File: src/rtl/debug_pkg.sv
// Shared constants, display payload type and hex-to-segment table for debug_display.
package debug_pkg;

   localparam int unsigned SEG_W = 7;
   localparam int unsigned AN_W  = 8;
   localparam int unsigned SEL_W = 3;
   localparam int unsigned DIG_W = 3;

   // Segment pattern for '0' and the anode pattern selecting digit 0 (both active-low)
   localparam logic [SEG_W-1:0] SEG_RESET = 7'b1000000;
   localparam logic [AN_W-1:0]  AN_RESET  = 8'b1111_1110;

   // Registered 7-segment drive, segments and anodes updated together
   typedef struct packed {
      logic [SEG_W-1:0] seg;
      logic [AN_W-1:0]  an;
   } disp_t;

   // Active-low segment pattern for one hex nibble, bit 0 = segment a
   function automatic logic [SEG_W-1:0] hex_to_seg(input logic [3:0] nib);
      logic [SEG_W-1:0] pat;
      case (nib)
         4'h0: pat = 7'b1000000;
         4'h1: pat = 7'b1111001;
         4'h2: pat = 7'b0100100;
         4'h3: pat = 7'b0110000;
         4'h4: pat = 7'b0011001;
         4'h5: pat = 7'b0010010;
         4'h6: pat = 7'b0000010;
         4'h7: pat = 7'b1111000;
         4'h8: pat = 7'b0000000;
         4'h9: pat = 7'b0010000;
         4'hA: pat = 7'b0001000;
         4'hB: pat = 7'b0000011;
         4'hC: pat = 7'b1000110;
         4'hD: pat = 7'b0100001;
         4'hE: pat = 7'b0000110;
         default: pat = 7'b0001110;
      endcase
      return pat;
   endfunction

endpackage

File: src/rtl/debug_display_btn_debounce.sv
// Two-flop synchronizer plus level debouncer; emits one pulse per accepted rising level.
module btn_debounce #(
   parameter int unsigned DEBOUNCE_CYCLES = 1_000_000
) (
   input  logic clk,
   input  logic rst_n,
   input  logic raw,
   output logic pulse
);

   localparam int unsigned CNT_W    = $clog2(DEBOUNCE_CYCLES + 1);
   localparam logic [CNT_W-1:0] CNT_LAST = CNT_W'(DEBOUNCE_CYCLES - 1);

   logic [1:0]       sync;
   logic             level;
   logic [CNT_W-1:0] cnt;

   // Bring the raw button into the clock domain
   always_ff @(posedge clk or negedge rst_n) begin
      if (!rst_n) begin
         sync <= 2'b00;
      end else begin
         sync <= {sync[0], raw};
      end
   end

   // Accept a new level only after it has been seen for DEBOUNCE_CYCLES cycles in a row
   always_ff @(posedge clk or negedge rst_n) begin
      if (!rst_n) begin
         cnt   <= '0;
         level <= 1'b0;
         pulse <= 1'b0;
      end else if (sync[1] == level) begin
         cnt   <= '0;
         pulse <= 1'b0;
      end else if (cnt == CNT_LAST) begin
         cnt   <= '0;
         level <= sync[1];
         pulse <= sync[1];
      end else begin
         cnt   <= cnt + CNT_W'(1);
         pulse <= 1'b0;
      end
   end

endmodule

File: src/rtl/debug_display.sv
// Channel watcher: selects one of NUM_CH values, optionally freezes it, and shows it
// on LEDs and a multiplexed hex 7-segment display.
module debug_display
   import debug_pkg::*;
#(
   parameter int unsigned DATA_W          = 16,
   parameter int unsigned NUM_CH          = 4,
   parameter int unsigned DEBOUNCE_CYCLES = 1_000_000,
   parameter int unsigned SCAN_DIV        = 100_000
) (
   input  logic                     clk_100mhz,
   input  logic                     btn_reset,
   input  logic [NUM_CH*DATA_W-1:0] ch_data,
   input  logic                     btn_next,
   input  logic                     sw_freeze,
   output logic [DATA_W-1:0]        LED,
   output logic [SEL_W-1:0]         ch_sel,
   output logic [SEG_W-1:0]         seg,
   output logic [AN_W-1:0]          an
);

   localparam int unsigned NUM_DIG = (DATA_W + 3) / 4;
   localparam int unsigned PAD_W   = NUM_DIG * 4;
   localparam int unsigned SCAN_W  = (SCAN_DIV > 1) ? $clog2(SCAN_DIV) : 1;

   localparam logic [SEL_W-1:0]  SEL_LAST  = SEL_W'(NUM_CH - 1);
   localparam logic [DIG_W-1:0]  DIG_LAST  = DIG_W'(NUM_DIG - 1);
   localparam logic [SCAN_W-1:0] SCAN_LAST = SCAN_W'(SCAN_DIV - 1);

   logic              adv;
   logic              load_pend;
   logic [1:0]        freeze_sync;
   logic [DATA_W-1:0] sel_val;
   logic [DATA_W-1:0] cap;
   logic [PAD_W-1:0]  padded;
   logic [3:0]        nib;
   logic [SCAN_W-1:0] scan_cnt;
   logic [DIG_W-1:0]  digit;
   disp_t             disp_next;
   disp_t             disp_q;

   btn_debounce #(
      .DEBOUNCE_CYCLES (DEBOUNCE_CYCLES)
   ) u_next_db (
      .clk   (clk_100mhz),
      .rst_n (btn_reset),
      .raw   (btn_next),
      .pulse (adv)
   );

   // Freeze switch needs synchronizing only; a switch does not bounce in a way that matters here
   always_ff @(posedge clk_100mhz or negedge btn_reset) begin
      if (!btn_reset) begin
         freeze_sync <= 2'b00;
      end else begin
         freeze_sync <= {freeze_sync[0], sw_freeze};
      end
   end

   // Step through channels on each accepted press; remember to reload capture once
   always_ff @(posedge clk_100mhz or negedge btn_reset) begin
      if (!btn_reset) begin
         ch_sel    <= '0;
         load_pend <= 1'b0;
      end else begin
         load_pend <= adv;
         if (adv) begin
            ch_sel <= (ch_sel == SEL_LAST) ? '0 : ch_sel + SEL_W'(1);
         end
      end
   end

   // Mux the selected channel out of the flat input bus
   always_comb begin
      sel_val = '0;
      for (int unsigned k = 0; k < NUM_CH; k++) begin
         if (ch_sel == SEL_W'(k)) begin
            sel_val = ch_data[k*DATA_W +: DATA_W];
         end
      end
   end

   // Track the selected channel unless frozen; a press while frozen takes one fresh snapshot
   always_ff @(posedge clk_100mhz or negedge btn_reset) begin
      if (!btn_reset) begin
         cap <= '0;
      end else if (!freeze_sync[1] || load_pend) begin
         cap <= sel_val;
      end
   end

   assign LED = cap;

   // Digit scan timer and digit index
   always_ff @(posedge clk_100mhz or negedge btn_reset) begin
      if (!btn_reset) begin
         scan_cnt <= '0;
         digit    <= '0;
      end else if (scan_cnt == SCAN_LAST) begin
         scan_cnt <= '0;
         digit    <= (digit == DIG_LAST) ? '0 : digit + DIG_W'(1);
      end else begin
         scan_cnt <= scan_cnt + SCAN_W'(1);
      end
   end

   // Pick the nibble for the current digit; the top digit is zero-padded
   always_comb begin
      padded = PAD_W'(cap);
      nib    = 4'h0;
      for (int unsigned d = 0; d < NUM_DIG; d++) begin
         if (digit == DIG_W'(d)) begin
            nib = padded[d*4 +: 4];
         end
      end
      disp_next.seg = hex_to_seg(nib);
      disp_next.an  = ~(AN_W'(1) << digit);
   end

   // Segments and anodes share one register so they switch on the same edge
   always_ff @(posedge clk_100mhz or negedge btn_reset) begin
      if (!btn_reset) begin
         disp_q.seg <= SEG_RESET;
         disp_q.an  <= AN_RESET;
      end else begin
         disp_q <= disp_next;
      end
   end

   assign seg = disp_q.seg;
   assign an  = disp_q.an;

endmodule

File: config.mk
export PLATFORM = sky130hd
export DESIGN_NAME = debug_display
export DESIGN_NICKNAME = d
export VERILOG_FILES = /design/src/rtl/debug_pkg.sv /design/src/rtl/debug_display_btn_debounce.sv /design/src/rtl/debug_display.sv
export SDC_FILE = /design/constraint.sdc
export NUM_CORES = 1
export LEC_CHECK = 0
export BUFFER_PORTS_ARGS = -buffer_cell sky130_fd_sc_hd__buf_4
export CORE_MARGIN = 4
export CORE_UTILIZATION = 40
export CTS_CLUSTER_DIAMETER = 40
export CTS_CLUSTER_SIZE = 20
export DETAILED_ROUTE_END_ITERATION = 8
export MAX_ROUTING_LAYER = met4
export SLEW_MARGIN = 30
export SYNTH_ARGS = -nofsm -noshare
export SYNTH_HDL_FRONTEND = slang
export SYNTH_HIERARCHICAL = 1
export SYNTH_SLANG_ARGS = --single-unit
File: constraint.sdc
create_clock -name clk_100mhz -period 4.48 [get_ports clk_100mhz]
set_input_delay 0.448 -clock clk_100mhz [delete_from_list [all_inputs] [get_ports clk_100mhz]]
set_output_delay 0.448 -clock clk_100mhz [all_outputs]
set_load 0.05 [all_outputs]
======== Word level (Yosys, flattened, before mapping) ========
Memory sizes are Yosys's and may differ from the RTL's. A register that Yosys moved wholly into a read port is not among the register bits.
Index checks and enable logic that the tools add are counted.
storage, ports and cells
  memory bits (read-only) ................. 112
  memories kept ........................... 1
  register bits ........................... 74
  output and inout bits ................... 34
memory list
  memory            depth  width  rd ports  clocked after Yosys merged registers in  wr ports  line             text
  (name not given)  16     7      1         1                                        0         debug_pkg.sv:22  case (nib)
operators by class
  reduce and logical (&&, ||, !) cells .... 6
  shifts and indexed selects .............. 1
  equal/unequal tests ..................... 9
  bitwise gates (word level) .............. 2
  multiplexer cells ....................... 15
  add/sub/neg operators ................... 4
operators by type and width
  operator                                         count
  2-to-1 mux 16 bit                                4
  2-to-1 mux 20 bit                                2
  adder 20 x 1 -> 20 bit, second input constant    1
  == test 20 bit, second input constant            1
  adder 17 x 1 -> 17 bit, second input constant    1
  == test 17 bit, second input constant            1
  2-to-1 mux 17 bit                                1
  2-to-1 mux 4 bit                                 4
  == test 3 x 2 -> 1 bit, second input constant    4
  inverter 8 bit                                   1
  << shifter 1 x 3 -> 8 bit, first input constant  1
  adder 3 x 1 -> 3 bit, second input constant      2
  == test 3 x 1 -> 1 bit, second input constant    2
  logical NOT 3 bit                                2
  2-to-1 mux 3 bit                                 2
  logical NOT 1 bit                                2
  2-to-1 mux 1 bit                                 2
  AND reduction 2 bit                              1
  == test 1 bit                                    1
  logical OR 1 bit                                 1
  inverter 1 bit                                   1

======== Logic depth before layout (Yosys ltp) ========
  word-level depth ........................ 5
  gate-level depth with buffers ........... 11
  mapped depth without buffers ............ 10

======== Hierarchy ========
The synthesis kept the hierarchy.
by module, submodules not included
  module         area each (um^2)  cells each  instances
  debug_display  3,156.8           337         1
  btn_debounce   1,137.3           110         1

======== Worst setup path before layout ========
No wires, ideal clock.
  path kind ............................... register -> register
  from .................................... register digit[1]
  to ...................................... register seg[1] (netlist name)
  arrival time ............................ 2.138 ns
  stages on the path, launching flop included .. 11
  library setup time ...................... 0.078 ns
  path slack .............................. 2.264 ns
  required time ........................... 4.402 ns
  buffers on the path ..................... 1
  clock period less this slack ............ 2.216 ns
  path through ............................ dfrtp_1 -> inv_1 -> ha_1 -> buf_2 -> nand3b_1 -> a221oi_1 -> nand2_1 -> ha_1 -> nor2_1 -> a211o_1 -> a21oi_1
on the way
  cells in the longest elaborated chain, start to end .. 5
RTL lines
  what                           line                  text
  start: declaration             debug_display.sv:38   logic [DIG_W-1:0] digit;
  start signal: assignment       debug_display.sv:101  digit <= (digit == DIG_LAST) ? '0 : digit + DIG_W'(1);
  logical NOT 3 bit              debug_display.sv:112  if (digit == DIG_W'(d)) begin
  2-to-1 mux 4 bit (3 in a row)  debug_display.sv:112
  2-to-1 mux 4 bit (*)           debug_display.sv:112
Every way passes the cells marked *; elsewhere a longest branch is shown, timed or not.
A chain may end at the register's enable or synchronous reset.

======== Worst setup path in the final report ========
  from .................................... register digit[0]
  to ...................................... register seg[3] (netlist name)
on the way
  cells in the longest elaborated chain, start to end .. 5
RTL lines
  what                           line
  logical NOT 3 bit              debug_display.sv:112
  2-to-1 mux 4 bit (3 in a row)  debug_display.sv:112
  2-to-1 mux 4 bit (*)           debug_display.sv:112
Marked as above.

==> out/results.tsv <==
stage	metric	value	unit
timing	hold_violations	0	
critical_path	path_class	reg2reg	
timing	final.setup.worst_slack	1.96	ns
cts	cts_root_buffer	clkbuf_8	
floorplanning	die_h	112	um
timing	setup-violations-final	0	
critical_path	end_kind	flop	
critical_path	critPathMaxStageDelay	0.50	ns
timing	max_freq	0.396	GHz
job	cap_viol_max_count	0	
critical_path	worstPathRequired	4.74	ns
cts	h-tree-depth	3	
cts	clk_pin_slew	0.08	ns
placed_design	place_congestion	0.815	
drt	finalWirelength	9850	um
cells_and_area	fill_cells	979	
cts	cts_resized	0	
cts	numCtsBuffers	9	
critical_path	start_kind	flop	
floorplanning	initial_core_util	41.4	%
drt	vias	3494	
cts	clk_path_buf_depth	2	
synth	syn_nets	531	
pwr	peakVddDrop	0.170	mV
cts	cts_tree	done	
synth	syn_inst	447	
pwr	cellPowerDensity	290	nW/um^2
global_routing	grt_max_degree	82	
pwr	power_leakage	0.00235	uW
drt	viasPerCell	5.15	
timing	tightest_slew	0.857	ns
floorplanning	die_w	112	um
placed_design	io_buffers	101	
drt	first_pass_iters	4	
cells_and_area	drive_gt1_share	25.4	%
global_routing	grt_pass1_vias	3429	
timing	final.min_clock_period	2.52	ns
floorplanning	ios	102	
floorplanning	rows	37	
critical_path	crit_fanout	16	
cells_and_area	multi_input_area	2110	sq um
timing	grt_setup_unrepaired	no	
synth	synth-edff-count	0	
synth	synthArstFlopShare	100	%
timing	relSlewSlack	42.8	%
placed_design	placed_cell_area	5130	sq um
cts	clock_latency	0.36	ns
cts	cts.sinks	81	
synth	synth-seq-cells	81	
synth	synth_cell_types	54	
timing	finalClockSkew	0.0158	ns
cells_and_area	antenna_cells	0	
critical_path	cp_common_cell	a211oi_1	
drt	drc_errors	0	
global_routing	overflow	0	
min_path	hp-class	in2async	
cells_and_area	final-seq-area	2040	sq um
placed_design	place_hpwl	7290	um
synth	ys_seq_area_share	47.4	%
global_routing	antenna_found_initial	0	
drt	first_iter_violations	105	
placed_design	dp_cells	663	
synth	yosys_warnings	6	
cells_and_area	fin_cells	679	
critical_path	arrival	2.79	ns
drt	post_drt_wl_per_cell	14.5	um
synth	synth_area_per_cell	9.61	sq um
cts	cts_hold_buf	0	
timing	period_share	56.3	%
global_routing	grtUsageTotal	16.6	%
placed_design	dpl_worst_slack	1.95	ns
timing	setup_tns	0	ns
global_routing	grt_pass1_wl	16500	um
critical_path	crit_path_top_delay_cell	ha_1	
cts	post_cts_buffers	0	
cells_and_area	final_area	5320	sq um
timing	maxSlewViolCount	0	
floorplanning	dieArea	12500	sq um
run_status	status	finished clean	
cells_and_area	areaGrowthSynthToFinish	23.9	%
synth	synth_ff_type	dfrtp_1	
critical_path	path_cells	ha_1 -> a211oi_1 -> a221oi_1 -> nand2_1 -> ha_1 -> nor2_1 -> a211oi_1 -> a211oi_1	
drt	antenna_left	0	
floorplanning	core-area	10400	sq um
cells_and_area	final_nets	622	
synth	synthesis.area	4290	sq um
## cell type report
cell class / count / area share (%)
clock inverters: 2 / 0.259
well taps: 136 / 3.20
flip-flops and latches: 81 / 38.3
repair buffers: 101 / 14.3
clock buffers: 14 / 3.24
multi-input cells: 330 / 39.6
inverters: 15 / 1.06
## cells in the final DEF, fill, tap and decap left out, drive strengths merged, types with 3 or more instances in the layout
cell type	synthesis	final
a21oi	43	43
dfstp	8	8
ha	16	16
nand3	15	15
inv	14	14
dfrtp	73	73
nand3b	19	19
nor2	40	40
nor3	5	5
o21ai	26	26
xor2	11	11
xnor2	18	18
nand4	7	7
a211oi	4	4
a22o	16	16
nor3b	3	3
and4	4	4
nor4	5	5
buf	5	101
o31ai	4	4
clkinv	1	3
nand2	58	58
or3	3	3
nor2b	4	4
and3	3	3
clkbuf	16	14
## worst max-delay path: cells and delay by family (launching register included)
kind | cells | cell delay [ns]
compound gates | 4 | 0.86
fa+ha+maj | 2 | 0.82
flops | 1 | 0.38
simple gates | 2 | 0.37
## final timing paths
check,startpoint,slack [ns],cells past startpoint,to
max reg2reg,digit[0]$_DFFE_PN0N_,1.96,8,seg[3]$_DFF_PN0_
max in group asynchronous,btn_reset,3.85,1,scan_cnt[9]$_DFF_PN0_
max,digit[0]$_DFFE_PN0N_,1.96,8,seg[3]$_DFF_PN0_
min,btn_reset,0.1,1,LED[13]$_DFFE_PN0P_
min in group clk_100mhz,btn_next,0.20,1,u_next_db/sync[0]$_DFF_PN0_
min reg2reg,u_next_db/sync[0]$_DFF_PN0_,0.36,0,u_next_db/sync[1]$_DFF_PN0_
## layer usage
metal | track usage, % | part of all wire [%] | up-vias
li1 | - | - | 1751
met4 | 5.43 | 1.6 | 0
met5 | - | 0 | -
met1 | 21.5 | 46 | 1634
met2 | 25.7 | 46 | 95
met3 | 4.29 | 5.8 | 14
## logic make-up (layout without fill, tap and decap cells)
logic type	Yosys count	after routing	share of synthesized area, %
AND/OR/NAND/NOR	177	177	21.5
AO/OA/AOI/OAI	105	105	16.1
flip-flops	81	81	47.4
buffers and inverters	36	132	3.67
XOR/XNOR	29	29	5.91
adder cells (fa/ha/maj)	16	16	4.66
multiplexers	3	3	0.728
## report_power, final
part | internal (uW) | total, uW | switching, uW
clock | 248 | 504 | 256
sequential | 758 | 778 | 20.6
combinational | 104 | 262 | 158
total | 1110 | 1540 | 435
## per-stage QoR
step | total power [uW] | utilization (%) | hold WS [ns]
4_1_cts | 1570 | 51.3 | 0.138
5_1_grt | 1620 | 51.3 | 0.171
3_5_place_dp | 1060 | 49.5 | 0.346
3_3_place_gp | 1060 | 49.4 | 0.332
6_report | 1540 | 51.3 | 0.0955
2_1_floorplan | 938 | - | 0.152
## Yosys cell counts, types with 2 or more instances
cell | instances | area, sq um
nor4_1 | 5 | 31.3
o21ai_1 | 4 | 20.0
or3_1 | 3 | 18.8
dfrtp_1 | 73 | 1830
dfstp_2 | 8 | 210
nor3_1 | 5 | 25.0
nor3b_1 | 3 | 22.5
ha_1 | 16 | 200
o31ai_1 | 3 | 22.5
xor2_1 | 11 | 96.3
o21ai_2 | 2 | 17.5
mux2i_1 | 2 | 20.0
clkbuf_1 | 15 | 56.3
nand3_1 | 15 | 75.1
a21oi_1 | 42 | 210
nand2b_1 | 2 | 12.5
a211oi_1 | 4 | 30.0
and3_1 | 3 | 18.8
or4_1 | 2 | 15.0
o22ai_1 | 2 | 12.5
nor2_1 | 40 | 150
xnor2_1 | 18 | 158
a22o_1 | 16 | 140
o21ai_0 | 20 | 100
buf_2 | 4 | 20.0
nand4_1 | 6 | 37.5
nor2b_1 | 4 | 25.0
a221oi_1 | 2 | 17.5
and2_1 | 2 | 12.5
nand2_1 | 58 | 218
and4_1 | 3 | 26.3
a221o_1 | 2 | 20.0
inv_1 | 14 | 52.6
nand3b_1 | 18 | 135
## state kept, by name (all words and copies together) (netlist names), 3 cells and up
name           count
an                 8
u_next_db/cnt     20
LED               16
digit              3
seg                7
scan_cnt          17
ch_sel             3
Power figures use the tool's default switching activity.
